--- src/rtl/cr16_control_fsm_if.sv ---
// Control-side bundle between the CR16 controller, instruction memory and the datapath.
// master is the controller; slave is the memory/datapath side.
interface cr16_control_fsm_if;
  logic [15:0] instr;
  logic        instr_valid;
  logic        instr_ready;
  logic [15:0] pc;
  logic [4:0]  flags;
  logic [3:0]  rdest_reg_loc;
  logic [3:0]  rsrc_reg_loc;
  logic [4:0]  op_code;
  logic [15:0] imm;
  logic        imm_s;
  logic        en;
  logic [4:0]  psr;
  logic        halted;

  modport master (
    input  instr, instr_valid, flags,
    output instr_ready, pc, rdest_reg_loc, rsrc_reg_loc, op_code, imm, imm_s, en, psr, halted
  );

  modport slave (
    output instr, instr_valid, flags,
    input  instr_ready, pc, rdest_reg_loc, rsrc_reg_loc, op_code, imm, imm_s, en, psr, halted
  );
endinterface

--- src/rtl/cr16_control_fsm.sv ---
// Multicycle CR16 control unit: FETCH/DECODE/EXEC/WB sequencing, flag latching and branches.
// Every output is a flop; the output process computes their next values.
module cr16_control_fsm (
  input  logic                       clk,
  input  logic                       rst_n,
  cr16_control_fsm_if.master         bus
);

  typedef enum logic [2:0] {StFetch, StDecode, StExec, StWb, StHalt} state_e;

  localparam logic [4:0] OpAdd = 5'd0;
  localparam logic [4:0] OpSub = 5'd1;
  localparam logic [4:0] OpCmp = 5'd2;
  localparam logic [4:0] OpAnd = 5'd3;
  localparam logic [4:0] OpOr  = 5'd4;
  localparam logic [4:0] OpXor = 5'd5;
  localparam logic [4:0] OpMov = 5'd6;

  state_e      state_q, state_d;
  logic [15:0] ir_q, ir_d;
  logic [15:0] pc_q, pc_d;
  logic [4:0]  psr_q, psr_d;
  logic [3:0]  rdest_q, rdest_d;
  logic [3:0]  rsrc_q, rsrc_d;
  logic [4:0]  op_q, op_d;
  logic [15:0] imm_q, imm_d;
  logic        imm_s_q, imm_s_d;
  logic        en_q, en_d;
  logic        halted_q, halted_d;
  logic        instr_ready_q, instr_ready_d;

  logic        accept;
  logic [3:0]  code;
  logic        alu_ok;
  logic [4:0]  alu_op;
  logic        dec_imm_s;
  logic [15:0] dec_imm;
  logic        dec_write;
  logic        dec_flags;
  logic        dec_branch;
  logic        dec_halt;
  logic        taken;

  assign accept = (state_q == StFetch) && instr_ready_q && bus.instr_valid;

  // Register format takes its op from IR[7:4]; immediate format reuses the same codes in IR[15:12].
  always_comb begin
    code   = (ir_q[15:12] == 4'h0) ? ir_q[7:4] : ir_q[15:12];
    alu_ok = 1'b1;
    alu_op = OpAdd;
    case (code)
      4'h5:    alu_op = OpAdd;
      4'h9:    alu_op = OpSub;
      4'hB:    alu_op = OpCmp;
      4'h1:    alu_op = OpAnd;
      4'h2:    alu_op = OpOr;
      4'h3:    alu_op = OpXor;
      4'hD:    alu_op = OpMov;
      default: alu_ok = 1'b0;
    endcase
    dec_imm_s = alu_ok && (ir_q[15:12] != 4'h0);
    dec_imm   = 16'h0000;
    if (dec_imm_s) begin
      if (alu_op == OpAdd || alu_op == OpSub || alu_op == OpCmp) begin
        dec_imm = {{8{ir_q[7]}}, ir_q[7:0]};
      end else begin
        dec_imm = {8'h00, ir_q[7:0]};
      end
    end
    dec_write  = alu_ok && (alu_op != OpCmp);
    dec_flags  = alu_ok && (alu_op == OpAdd || alu_op == OpSub || alu_op == OpCmp);
    dec_branch = (ir_q[15:12] == 4'hC);
    dec_halt   = (ir_q[15:12] == 4'hF);
    case (ir_q[11:8])
      4'h0:    taken = psr_q[1];
      4'h1:    taken = ~psr_q[1];
      4'h6:    taken = psr_q[0];
      4'hE:    taken = 1'b1;
      default: taken = 1'b0;
    endcase
  end

  always_ff @(posedge clk or negedge rst_n) begin
    if (!rst_n) begin
      state_q       <= StFetch;
      ir_q          <= 16'h0000;
      pc_q          <= 16'h0000;
      psr_q         <= 5'h00;
      rdest_q       <= 4'h0;
      rsrc_q        <= 4'h0;
      op_q          <= 5'h00;
      imm_q         <= 16'h0000;
      imm_s_q       <= 1'b0;
      en_q          <= 1'b0;
      halted_q      <= 1'b0;
      instr_ready_q <= 1'b0;
    end else begin
      state_q       <= state_d;
      ir_q          <= ir_d;
      pc_q          <= pc_d;
      psr_q         <= psr_d;
      rdest_q       <= rdest_d;
      rsrc_q        <= rsrc_d;
      op_q          <= op_d;
      imm_q         <= imm_d;
      imm_s_q       <= imm_s_d;
      en_q          <= en_d;
      halted_q      <= halted_d;
      instr_ready_q <= instr_ready_d;
    end
  end

  always_comb begin
    state_d = state_q;
    case (state_q)
      StFetch:  if (accept) state_d = StDecode;
      StDecode: state_d = StExec;
      StExec:   state_d = StWb;
      StWb:     state_d = dec_halt ? StHalt : StFetch;
      StHalt:   state_d = StHalt;
      default:  state_d = StFetch;
    endcase
  end

  always_comb begin
    ir_d          = ir_q;
    pc_d          = pc_q;
    psr_d         = psr_q;
    rdest_d       = rdest_q;
    rsrc_d        = rsrc_q;
    op_d          = op_q;
    imm_d         = imm_q;
    imm_s_d       = imm_s_q;
    en_d          = 1'b0;
    instr_ready_d = (state_d == StFetch);
    halted_d      = (state_d == StHalt);
    case (state_q)
      StFetch: if (accept) ir_d = bus.instr;
      StDecode: begin
        rdest_d = ir_q[11:8];
        rsrc_d  = ir_q[3:0];
        op_d    = alu_ok ? alu_op : OpAdd;
        imm_d   = dec_imm;
        imm_s_d = dec_imm_s;
      end
      // En is set up one edge early so it is high for exactly the WB cycle.
      StExec: en_d = dec_write;
      StWb: begin
        if (dec_flags) psr_d = bus.flags;
        pc_d = (dec_branch && taken) ? pc_q + {{8{ir_q[7]}}, ir_q[7:0]} : pc_q + 16'h0001;
      end
      default: ;
    endcase
  end

  assign bus.instr_ready   = instr_ready_q;
  assign bus.pc            = pc_q;
  assign bus.rdest_reg_loc = rdest_q;
  assign bus.rsrc_reg_loc  = rsrc_q;
  assign bus.op_code       = op_q;
  assign bus.imm           = imm_q;
  assign bus.imm_s         = imm_s_q;
  assign bus.en            = en_q;
  assign bus.psr           = psr_q;
  assign bus.halted        = halted_q;

endmodule

--- src/flat_wrapper.sv ---
// flat-port wrapper written by rule: the top's interface ports become plain ports
module cr16_control_fsm_flat 
  (clk, rst_n, bus_instr, bus_instr_valid, bus_flags, bus_instr_ready, bus_pc, bus_rdest_reg_loc, bus_rsrc_reg_loc, bus_op_code, bus_imm, bus_imm_s, bus_en, bus_psr, bus_halted);
  cr16_control_fsm_if bus_i ();
  input  logic clk;
  input  logic rst_n;
  input wire logic [$bits(bus_i.instr)-1:0] bus_instr;
  input wire logic [$bits(bus_i.instr_valid)-1:0] bus_instr_valid;
  input wire logic [$bits(bus_i.flags)-1:0] bus_flags;
  output wire logic [$bits(bus_i.instr_ready)-1:0] bus_instr_ready;
  output wire logic [$bits(bus_i.pc)-1:0] bus_pc;
  output wire logic [$bits(bus_i.rdest_reg_loc)-1:0] bus_rdest_reg_loc;
  output wire logic [$bits(bus_i.rsrc_reg_loc)-1:0] bus_rsrc_reg_loc;
  output wire logic [$bits(bus_i.op_code)-1:0] bus_op_code;
  output wire logic [$bits(bus_i.imm)-1:0] bus_imm;
  output wire logic [$bits(bus_i.imm_s)-1:0] bus_imm_s;
  output wire logic [$bits(bus_i.en)-1:0] bus_en;
  output wire logic [$bits(bus_i.psr)-1:0] bus_psr;
  output wire logic [$bits(bus_i.halted)-1:0] bus_halted;
  assign bus_i.instr = bus_instr;
  assign bus_i.instr_valid = bus_instr_valid;
  assign bus_i.flags = bus_flags;
  assign bus_instr_ready = bus_i.instr_ready;
  assign bus_pc = bus_i.pc;
  assign bus_rdest_reg_loc = bus_i.rdest_reg_loc;
  assign bus_rsrc_reg_loc = bus_i.rsrc_reg_loc;
  assign bus_op_code = bus_i.op_code;
  assign bus_imm = bus_i.imm;
  assign bus_imm_s = bus_i.imm_s;
  assign bus_en = bus_i.en;
  assign bus_psr = bus_i.psr;
  assign bus_halted = bus_i.halted;
  cr16_control_fsm u_core (.clk(clk), .rst_n(rst_n), .bus(bus_i));
endmodule
--- config.mk ---
export PLATFORM = sky130hd
export DESIGN_NAME = cr16_control_fsm_flat
export DESIGN_NICKNAME = d
export VERILOG_FILES = /design/src/rtl/cr16_control_fsm_if.sv /design/src/rtl/cr16_control_fsm.sv /design/src/flat_wrapper.sv
export SDC_FILE = /design/constraint.sdc
export NUM_CORES = 1
export LEC_CHECK = 0
export ABC_AREA = 1
export ABC_CLOCK_PERIOD_IN_PS = 2400
export BUFFER_PORTS_ARGS = -buffer_cell sky130_fd_sc_hd__buf_4
export CAP_MARGIN = 20
export CORE_MARGIN = 2
export CORE_UTILIZATION = 29
export DETAILED_ROUTE_END_ITERATION = 6
export SLEW_MARGIN = 20
export SYNTH_ARGS = -nofsm -noshare
export SYNTH_HDL_FRONTEND = slang
export SYNTH_SLANG_ARGS = --single-unit
--- constraint.sdc ---
create_clock -name clk -period 2.4 [get_ports clk]
set_input_delay 0.12 -clock clk [delete_from_list [all_inputs] [get_ports clk]]
set_output_delay 0.12 -clock clk [all_outputs]
set_load 0.02 [all_outputs]
==> results of run 1 <==
## registers in the layout (all words and copies together) (netlist names)
register / count
u_core.bus.en: 1
u_core.bus.halted: 1
u_core.bus.imm: 9
u_core.bus.imm_s: 1
u_core.bus.instr_ready: 1
u_core.bus.op_code: 3
u_core.bus.pc: 16
u_core.bus.psr: 5
u_core.bus.rdest_reg_loc: 4
u_core.bus.rsrc_reg_loc: 4
u_core.ir_q: 16
u_core.state_q: 3
## how the worst max path moves through the flow
| stage | to | slack [ns] | cells past startpoint |
|---|---|---|---|
| final | u_core.bus.pc[15]$_DFFE_PN0N_ | 0.1 | 14 |
| after CTS | u_core.bus.pc[14]$_DFFE_PN0N_ | 0.002 | 15 |
| after global routing | u_core.bus.pc[15]$_DFFE_PN0N_ | -0.08 | 14 |
| after floorplan | u_core.bus.pc[14]$_DFFE_PN0N_ | 0.02 | 15 |
| after detailed placement | u_core.bus.pc[14]$_DFFE_PN0N_ | -0.09 | 15 |
| after global placement | u_core.bus.pc[14]$_DFFE_PN0N_ | -0.03 | 15 |
## layer usage
| metal | part of all wire [%] | GRT usage [%] |
|---|---|---|
| met5 | 0 | 0 |
| met4 | 1.3 | 5.060 |
| met3 | 5.1 | 4.164 |
| met2 | 48 | 25.80 |
| met1 | 45 | 19.02 |
## cells in the mapped netlist
| cell | number |
|---|---|
| ha_1 | 15 |
| o211ai_1 | 1 |
| a21oi_1 | 28 |
| nand2_4 | 1 |
| mux2_2 | 4 |
| inv_2 | 2 |
| inv_1 | 43 |
| or2_2 | 3 |
| o41ai_1 | 2 |
| nand4_1 | 6 |
| xnor2_1 | 2 |
| o21ai_1 | 2 |
| buf_4 | 9 |
| conb_1 | 1 |
| o21a_1 | 3 |
| o21ai_4 | 2 |
| dfrtp_1 | 64 |
| nor2_4 | 2 |
| nand3b_1 | 5 |
| nor2_1 | 38 |
| buf_2 | 3 |
| nor2_2 | 1 |
| nor3_1 | 3 |
| nand3_4 | 1 |
| o21ai_0 | 22 |
| clkinv_1 | 1 |
| nand2_1 | 150 |
| nand2_2 | 4 |
| fa_1 | 1 |
| xor2_1 | 1 |
| and3_1 | 1 |
| clkbuf_1 | 6 |
| nand3_1 | 31 |
## what timing repair did
| item | 4_1_cts | 5_1_grt |
|---|---|---|
| cloned | 0 | 1 |
| buffers inserted | 0 | 4 |
| setup endpoints to repair | 7 | 11 |
| hold buffers | 1 | 0 |
| pin swaps | 0 | 16 |
| resized for setup | 3 | 38 |
| hold endpoints to repair | 64 | 0 |
## worst reg2reg max path, stage by stage (launching register included)
cell and delay [ns]:
dfrtp_1 0.39, nor2_1 0.13, nor2_2 0.07, nor2_4 0.12, nand4_1 0.17, inv_2 0.17
ha_1 0.31, a21oi_1 0.24, nand2_1 0.11, a21oi_2 0.17, nand2_1 0.07, nand2_1 0.07
nand3_1 0.06, nand2_1 0.08, nand2_1 0.04
## area by class of cell
cell class	count	area [um^2]
fill	1222	7087
timing repair inverter	1	7.507
multi-input combinational	331	1841
sequential	64	1602
timing repair buffer	107	809.5
clock inverter	4	70.07
clock buffer	10	239.0
inverter	46	172.7
tap	147	183.9
## stage by stage
step	cell area [um^2]	util (%)	std cells	hold WS, ns
floorplan	3565	-	459	-0.1756
CTS	4737	39.44	705	0.002328
global placement	4409	36.71	690	0.2769
global route	4925	41.00	710	0.01379
finish	4925	41.00	710	0.01575
detailed placement	4409	36.71	690	0.2815
## where the power goes
| part | total, mW | internal (mW) | switching (mW) |
|---|---|---|---|
| combinational | 0.0570 | 0.0247 | 0.0323 |
| sequential | 1.08 | 1.08 | 0 |
| clock | 1.40 | 0.922 | 0.476 |
## cell families after synthesis
logic type,count (synthesis)
and+or+nand+nor,246
DFF,64
buffers and inverters,64
AOI/OAI and AO/OA,60
adders and majority gates,16
muxes,4
xor gates and xnor gates,3
other,1
## layout by cell type, fill, tap and decap left out, types with 6 or more instances in the layout
cell	n
clkbuf_16	9
o21ai_0	20
a21oi_1	23
nand2_2	14
nand4_1	6
ha_1	8
inv_1	41
buf_4	105
nand3_1	28
dfrtp_1	64
nor2_1	33
nand2_1	140
==> impl_metrics.json, run 1 <==
{
  "outcome": "finished clean",
  "report.final.setup_viol": 0,
  "min_path_cells": 3,
  "synthMuxAreaShare_pct": 1.265,
  "die_area_um2": 13180,
  "finalWirelength_um": 9754,
  "areaGrowthSynthToFinish_pct": 38.30,
  "relSlewSlack_pct": 45.32,
  "synth_top_family_by_area": "simple AND/OR/NAND/NOR gates",
  "cts.reportedPaths.clkPinSlew_ns": 0.05,
  "num_antenna_cells": 0,
  "grt_antenna_before_repair": 0,
  "rsz0062_at_grt": "yes",
  "first_pass_iters": 4,
  "arrival_ns": 2.52,
  "power_density_nw_per_um2": 514.6,
  "layout.nets": 600,
  "max_clock_freq_mhz": 434.6,
  "hold_violations": 0,
  "hold_path.class": "in2reg",
  "worstHoldStart": "bus_flags[0]",
  "finalWorstSetupSlack_ns": 0.09877,
  "dp_hpwl_um": 7112,
  "clkSinkCount": 64,
  "crit_chain": "nor2_1, nor2_2, nor2_4, nand4_1, inv_2, ha_1, a21oi_1, nand2_1, a21oi_2, nand2_1, nand2_1, nand3_1, nand2_1, nand2_1",
  "grt_pass1_wl_um": 15610,
  "worstSetupPathType": "reg2reg",
  "timing.rr.start": "u_core.ir_q[10]$_DFFE_PN0P_",
  "place_congestion": 0.8641,
  "cp-start-kind": "flop",
  "leakagePower_nw": 2.619,
  "min_period_ns": 2.301,
  "crit_buf_inv": 1,
  "worst_path_largest_cell_delay_ns": 0.39,
  "die_y_um": 114.8,
  "gr-total-overflow": 0,
  "clk_latency_ns": 0.33,
  "row_count": 40,
  "r2r_slack_ns": 0.1,
  "track_usage_pct": 15.28,
  "fin_total_pwr_mw": 2.534,
  "finalSetupTns_ns": 0,
  "yosysWarnings": 0,
  "synth-compound-area-share_pct": 9.557,
  "worst_pin_slew_ns": 0.8201,
  "portBuffers": 75,
  "rr_worst_depth": 14,
  "core_area_um2": 12010,
  "final_max_slew_viol_count": 0,
  "grt_pass1_vias": 3319,
  "avgSynthCellArea_um2": 7.775,
  "drt_first_iter_violations": 164,
  "fin_skew_ns": 0.007569,
  "drive_gt1_share_pct": 31.26,
  "drc": 0,
  "grt_max_degree": 65,
  "critPathMaxFanout": 5,
  "root_buffer": "clkbuf_16",
  "peakVddDrop_mv": 0.1942,
  "post-place-ws_ns": -0.09466,
  "yosys.area_share.simple_pct": 29.73,
  "vias": 3357,
  "cp_slowest_cell": "dfrtp_1",
  "yosys.area.top_type": "dfrtp_1",
  "yosys.area_share.adder_pct": 5.833,
  "ant_nets": 0,
  "synth_area_leaders": "dfrtp_1, nand2_1, ha_1",
  "crit_path_frequent_cell": "nand2_1",
  "synth.cell_area_um2": 3561,
  "ys_types": 33,
  "vias_per_cell": 4.728,
  "crit_start": "u_core.ir_q[10]$_DFFE_PN0P_",
  "synth-seq-cells": 64,
  "fin_crit_sh_pct": 95.88,
  "die_x_um": 114.8,
  "initial_utilization_pct": 29.65,
  "cp-end-kind": "flop",
  "clk_path_buf_depth": 2,
  "synthCells": 458,
  "htree_num_levels": 3,
  "ioPinCount": 78,
  "netlist.area_leader.share_pct": 44.98,
  "seq_area_frac_synth_pct": 44.98,
  "maxCapViolCount": 0,
  "cp.required_ns": 2.62,
  "post_drt_wl_per_cell_um": 13.74,
  "synthXorXnorAreaFrac_pct": 0.7379,
  "critPathTopFamily": "simple AND/OR/NAND/NOR gates",
  "cts_buffers": 9,
  "whs_endpoint": "u_core.bus.psr[0]$_DFFE_PN0P_",
  "cts_tree": "built",
  "regToRegEndpoint": "u_core.bus.pc[15]$_DFFE_PN0N_"
}
No activity file was read; power rests on OpenSTA's default activity.
==> run 2: changes to the inputs <==
Settings changed: CELL_PAD_IN_SITES_DETAIL_PLACEMENT set to 1, CELL_PAD_IN_SITES_GLOBAL_PLACEMENT set to 1, CTS_CLUSTER_SIZE set to 14, PLACE_DENSITY_LB_ADDON set to 0.1.
==> run 2 against run 1 <==
  * Critical path depth rose by 3
  * Register-to-register slack got worse by 0.02 ns
  * Cell area rose by 9.3%
  * Core utilization rose by 3.8 points
  * Combinational power barely moved
  * Via count rose by 1.6%
  * Hold slack got worse by 0.0042 ns
  * Count of clock-buffer cells in the layout rose by 1
  * Sequential cell count did not move
  * First-iteration DRC count fell by 14%
==> impl_metrics.json, run 2 (synthesis results as in run 1) <==
{
  "fin_skew_ns": 0.005218,
  "regToRegEndpoint": "u_core.bus.pc[15]$_DFFE_PN0N_",
  "areaGrowthSynthToFinish_pct": 51.16,
  "cp.required_ns": 2.63,
  "timing.rr.start": "u_core.ir_q[13]$_DFFE_PN0P_",
  "cts.reportedPaths.clkPinSlew_ns": 0.06,
  "cp-start-kind": "flop",
  "place_congestion": 0.7695,
  "worstHoldStart": "bus_flags[4]",
  "wl_met1_um": 4850,
  "arrival_ns": 2.56,
  "post_drt_wl_per_cell_um": 15.13,
  "grt_pass1_vias": 3481,
  "clk_latency_ns": 0.34,
  "clkSinkCount": 64,
  "ant_nets": 0,
  "wl_met3_um": 302,
  "hold_ws_ns": 0.01160,
  "hold_path.class": "in2reg",
  "num_antenna_cells": 0,
  "maxCapViolCount": 0,
  "die_x_um": 114.8,
  "core_area_um2": 12010,
  "dp_hpwl_um": 7571,
  "dpl_cell_area_um2": 4452,
  "report.final.setup_viol": 0,
  "register_area_um2": 1602,
  "grt_pass1_wl_um": 17040,
  "drc": 0,
  "peakVddDrop_mv": 0.2331,
  "fin_crit_sh_pct": 96.84,
  "htree_num_levels": 3,
  "track_usage_pct": 16.70,
  "grt_antenna_before_repair": 0,
  "root_buffer": "clkbuf_16",
  "row_count": 40,
  "whs_endpoint": "u_core.bus.psr[4]$_DFFE_PN0P_",
  "vias_per_cell": 4.718,
  "vias": 3411,
  "highest_layer": "met4",
  "mostFrequentLayoutCells": "nand2_1, buf_4, dfrtp_1, inv_1, nor2_1",
  "layout.nets": 611,
  "rr_worst_depth": 17,
  "min_period_ns": 2.324,
  "wl_met2_um": 5549,
  "first_pass_iters": 4,
  "initial_utilization_pct": 29.65,
  "cts_tree": "built",
  "cts_buffers": 9,
  "fin_area_um2": 5383,
  "final_common_cell": "nand2_1",
  "clk_path_buf_depth": 2,
  "finalWirelength_um": 10940,
  "num-fill-cells": 1436,
  "cp-end-kind": "flop",
  "worstSetupPathType": "reg2reg",
  "outcome": "finished clean",
  "die_area_um2": 13180,
  "leakagePower_nw": 2.785,
  "portBuffers": 75,
  "hold_violations": 0,
  "drt_first_iter_violations": 141,
  "rsz0062_at_grt": "yes",
  "final_max_slew_viol_count": 0,
  "worst_pin_slew_ns": 0.8441,
  "relSlewSlack_pct": 43.73,
  "die_y_um": 114.8,
  "grt_max_degree": 65,
  "critPathMaxFanout": 5,
  "r2r_slack_ns": 0.08,
  "gr-total-overflow": 0,
  "max_clock_freq_mhz": 430.3,
  "multiInputGateArea_um2": 2166,
  "power_density_nw_per_um2": 480.6,
  "min_path_cells": 3,
  "ioPinCount": 78,
  "drive_gt1_share_pct": 39.41
}
-- run 2: cell count changes in the layout (fill, tap and decap cells not counted), sizes merged --
cell / previous run / this run
buf: 106 / 116
clkbuf: 10 / 12
clkinv: 3 / 2
clkinvlp: 1 / 2
dlygate4sd3: 1 / 2
-- run 2: final cells by class --
class                      count  area share, %
inverter                      46          3.208
timing repair buffer         119          17.39
sequential                    64          29.75
clock buffer                  11          4.510
clock inverter                 5          1.488
multi-input combinational    331          40.24
tap                          147          3.417
-- run 2: critical path, cell delays in order (launching register included) --
cell and delay (ns):
dfrtp_1 0.40, nor2_4 0.11, nand2_1 0.07, nor2_2 0.11, nand4_1 0.18, inv_2 0.15, buf_12 0.14, ha_4 0.22
nand2_4 0.09, nand2_4 0.06, nand2_2 0.07, nand2_2 0.07, a21oi_4 0.18, nand2_2 0.07, nand2_2 0.09, nand3_2 0.06
nand2_1 0.07, nand2_1 0.06
-- run 2: stage by stage --
step	utilization (%)	setup TNS, ns	power (mW)	worst slack [ns]	instances
after floorplan	-	0	1.104	0.01507	459
after CTS	40.50	0	2.622	0.003811	716
final	44.81	0	2.587	0.07585	723
after global routing	44.81	-0.6363	2.675	-0.1206	723
after global placement	37.06	-0.6747	1.155	-0.1234	694
after detailed placement	37.06	-1.187	1.155	-0.1834	694
-- run 2: worst max-delay path by stage --
stage                                  startpoint                       endpoint  slack, ns  cells after the start
floorplan           u_core.bus.psr[0]$_DFFE_PN0P_  u_core.bus.pc[14]$_DFFE_PN0N_       0.02                     15
global placement      u_core.ir_q[11]$_DFFE_PN0P_  u_core.bus.pc[14]$_DFFE_PN0N_      -0.12                     15
detailed placement    u_core.ir_q[11]$_DFFE_PN0P_  u_core.bus.pc[14]$_DFFE_PN0N_      -0.18                     15
CTS                   u_core.ir_q[13]$_DFFE_PN0P_  u_core.bus.pc[15]$_DFFE_PN0N_      0.004                     17
global route        u_core.bus.psr[1]$_DFFE_PN0P_  u_core.bus.pc[15]$_DFFE_PN0N_      -0.12                     17
finish                u_core.ir_q[13]$_DFFE_PN0P_  u_core.bus.pc[15]$_DFFE_PN0N_       0.08                     17
-- run 2: metal layers --
layer / GRT usage [%] / up-vias
met5: 0 / -
met4: 7.711 / 0
met3: 2.741 / 17
met2: 28.52 / 55
met1: 20.75 / 1651
li1: - / 1688
-- run 2: where the power goes --
group	switching, mW	internal (mW)
Combinational	0.0311	0.0256
Sequential	0	1.08
Clock	0.515	0.936
-- run 2: timing repair --
action                                  CTS  global route
pin swaps                                 8            33
cloned                                    0             1
buffers inserted                          4             6
hold buffers                              2             0
gates resized for setup                  13            96
endpoints found under the setup margin   12            12
hold endpoints to repair                 65             0
==> run 3: changes to the inputs <==
Settings changed: BUFFER_PORTS_ARGS -buffer_cell sky130_fd_sc_hd__buf_4 to -buffer_cell sky130_fd_sc_hd__buf_2.
==> run 3 against run 2 <==
  * Combinational power is 16% lower
  * Via count grew 0.38%
  * Count of clock-buffer cells in the layout shrank 1
  * Clock power down 5%
  * Total power down 3.2%
  * First-iteration DRC count decreased by 46%
  * Critical path depth is 4 lower
  * Highest routed layer unchanged
==> impl_metrics.json, run 3 (synthesis results as in run 1) <==
{
  "power.internal_mw": 1.931,
  "fin_crit_sh_pct": 96.37,
  "cts.reportedPaths.clkPinSlew_ns": 0.06,
  "peakVddDrop_mv": 0.2178,
  "drc": 0,
  "arrival_ns": 2.53,
  "final_max_slew_viol_count": 0,
  "crit_buf_inv": 1,
  "grt_antenna_before_repair": 0,
  "hold_path.class": "in2reg",
  "root_buffer": "clkbuf_16",
  "hold_ws_ns": 0.007105,
  "fin_area_um2": 5059,
  "swShare_pct": 22.87,
  "worst_path_largest_cell_delay_ns": 0.40,
  "grt_pass1_wl_um": 17030,
  "htree_num_levels": 3,
  "die_area_um2": 13180,
  "areaGrowthSynthToFinish_pct": 42.06,
  "hold_violations": 0,
  "critPathTopFamily": "simple AND/OR/NAND/NOR gates",
  "post_drt_wl_per_cell_um": 14.82,
  "crit_chain": "nor2_4, nand2_1, nor2_2, nand3_2, buf_6, nor2_2, ha_4, a21oi_2, o21ai_4, nand2_1, nand2_2, o21ai_0, nand2_1",
  "finalWirelength_um": 10760,
  "num-fill-cells": 1457,
  "ioPinCount": 78,
  "crit_path_frequent_cell": "nand2_1",
  "grt_pass1_vias": 3487,
  "outcome": "finished clean",
  "clkSinkCount": 64,
  "fin_skew_ns": 0.007690,
  "ant_nets": 0,
  "num_antenna_cells": 0,
  "gr-total-overflow": 0,
  "track_usage_pct": 16.79,
  "min_period_ns": 2.313,
  "vias_per_cell": 4.716,
  "p_switching_uw": 572.5,
  "die_y_um": 114.8,
  "clk_path_buf_depth": 2,
  "mostFrequentLayoutCells": "nand2_1, buf_2, dfrtp_1, inv_1, buf_4",
  "die_x_um": 114.8,
  "final_common_cell": "nand2_1",
  "relSlewSlack_pct": 55.17,
  "cp-end-kind": "flop",
  "report.final.setup_viol": 0,
  "finalSetupTns_ns": 0,
  "p_comb_share_pct": 1.9,
  "maxCapViolCount": 0,
  "clk_latency_ns": 0.35,
  "critPathMaxFanout": 5,
  "row_count": 40,
  "clkPwrFrac_pct": 55.0,
  "cts_buffers": 9,
  "cp-start-kind": "flop",
  "portBuffers": 75,
  "core_area_um2": 12010,
  "place_congestion": 0.8011,
  "grt_max_degree": 35,
  "worstSetupPathType": "reg2reg",
  "layout.nets": 614,
  "dp_hpwl_um": 7901,
  "cp.required_ns": 2.62,
  "seqPwrFrac_pct": 43.1,
  "max_clock_freq_mhz": 432.4,
  "initial_utilization_pct": 29.65,
  "cts_tree": "built",
  "vias": 3424,
  "rsz0062_at_grt": "yes",
  "worst_pin_slew_ns": 0.6683,
  "drive_gt1_share_pct": 37.13,
  "leakagePower_nw": 2.658,
  "drt_first_iter_violations": 76,
  "cp_slowest_cell": "dfrtp_1",
  "dpl_cell_area_um2": 4294,
  "first_pass_iters": 4,
  "power_density_nw_per_um2": 494.9
}
[run 3: cell types whose count changed in the layout (fill, tap and decap cells not counted), moves of 4 or more]
| cell | before | now |
|---|---|---|
| buf_2 | 0 | 75 |
| buf_4 | 113 | 39 |
| nand2_1 | 122 | 132 |
| nand2_4 | 12 | 3 |
| a21oi_2 | 3 | 8 |
| a21oi_4 | 5 | 0 |
| inv_2 | 8 | 4 |
| nand3_1 | 24 | 28 |
| nand3_2 | 7 | 3 |
[run 3: area by class of cell]
cell class                 instances  area, um^2  area share, %
timing repair buffer             121       754.5          14.91
sequential                        64        1602          31.66
clock inverter                     6       68.82          1.360
timing repair inverter             1       7.507         0.1484
tap                              147       183.9          3.636
inverter                          46       177.7          3.512
multi-input combinational        331        2026          40.04
clock buffer                      10       239.0          4.724
[run 3: worst paths after layout]
path | from | to | slack, ns | cells past startpoint
setup / recovery | u_core.ir_q[12]$_DFFE_PN0P_ | u_core.bus.pc[6]$_DFFE_PN0N_ | 0.09 | 13
hold / removal | bus_flags[4] | u_core.bus.psr[4]$_DFFE_PN0P_ | 0.007 | 3
setup reg to reg | u_core.ir_q[12]$_DFFE_PN0P_ | u_core.bus.pc[6]$_DFFE_PN0N_ | 0.09 | 13
hold reg to reg | u_core.bus.op_code[1]$_DFFE_PN0P_ | u_core.bus.op_code[1]$_DFFE_PN0P_ | 0.47 | 2
max in group asynchronous | rst_n | u_core.ir_q[14]$_DFFE_PN0P_ | 1.69 | 3
min in group asynchronous | rst_n | u_core.bus.imm[2]$_DFFE_PN0P_ | 0.34 | 3
[run 3: power by group through the flow]
| stage | Clock [mW] | Sequential (mW) | Combinational (mW) |
|---|---|---|---|
| final | 1.38 | 1.08 | 0.0476 |
| after global routing | 1.45 | 1.08 | 0.0546 |
| after CTS | 1.41 | 1.08 | 0.0508 |
| after detailed placement | 0 | 1.10 | 0.0494 |
| after global placement | 0 | 1.10 | 0.0493 |
| after floorplan | 0 | 1.10 | 0.00543 |
[run 3: worst register-to-register path: cells and delay by family, from the launching register on]
| family | cells | cell delay [ns] |
|---|---|---|
| fa+ha+maj | 1 | 0.25 |
| buf+inv | 1 | 0.16 |
| compound gates | 3 | 0.53 |
| simple gates | 8 | 0.87 |
| flops | 1 | 0.40 |
[run 3: repair_timing]
| item | 4_1_cts | 5_1_grt |
|---|---|---|
| buffers inserted | 2 | 8 |
| hold endpoints to repair | 64 | 0 |
| resized for setup | 11 | 70 |
| hold buffers | 1 | 0 |
| cloned | 0 | 1 |
| endpoints found under the setup margin | 11 | 12 |
| pin swaps | 0 | 33 |
[run 3: per-layer routing]
| metal | share of wire, % | up-vias | track usage (%) |
|---|---|---|---|
| li1 | - | 1699 | - |
| met3 | 3.0 | 11 | 3.637 |
| met2 | 51 | 52 | 28.60 |
| met4 | 1.6 | 0 | 6.024 |
| met5 | 0 | - | 0 |
| met1 | 45 | 1662 | 21.07 |
[run 3: per-stage QoR]
| step | setup WS (ns) | power, mW | util, % | std cells |
|---|---|---|---|---|
| floorplan | 0.01507 | 1.104 | - | 459 |
| global placement | -0.07402 | 1.148 | 35.75 | 698 |
| detailed placement | -0.1173 | 1.148 | 35.75 | 698 |
| CTS | 0.001517 | 2.536 | 38.75 | 717 |
| global route | -0.1046 | 2.582 | 42.11 | 726 |
| finish | 0.08714 | 2.504 | 42.11 | 726 |
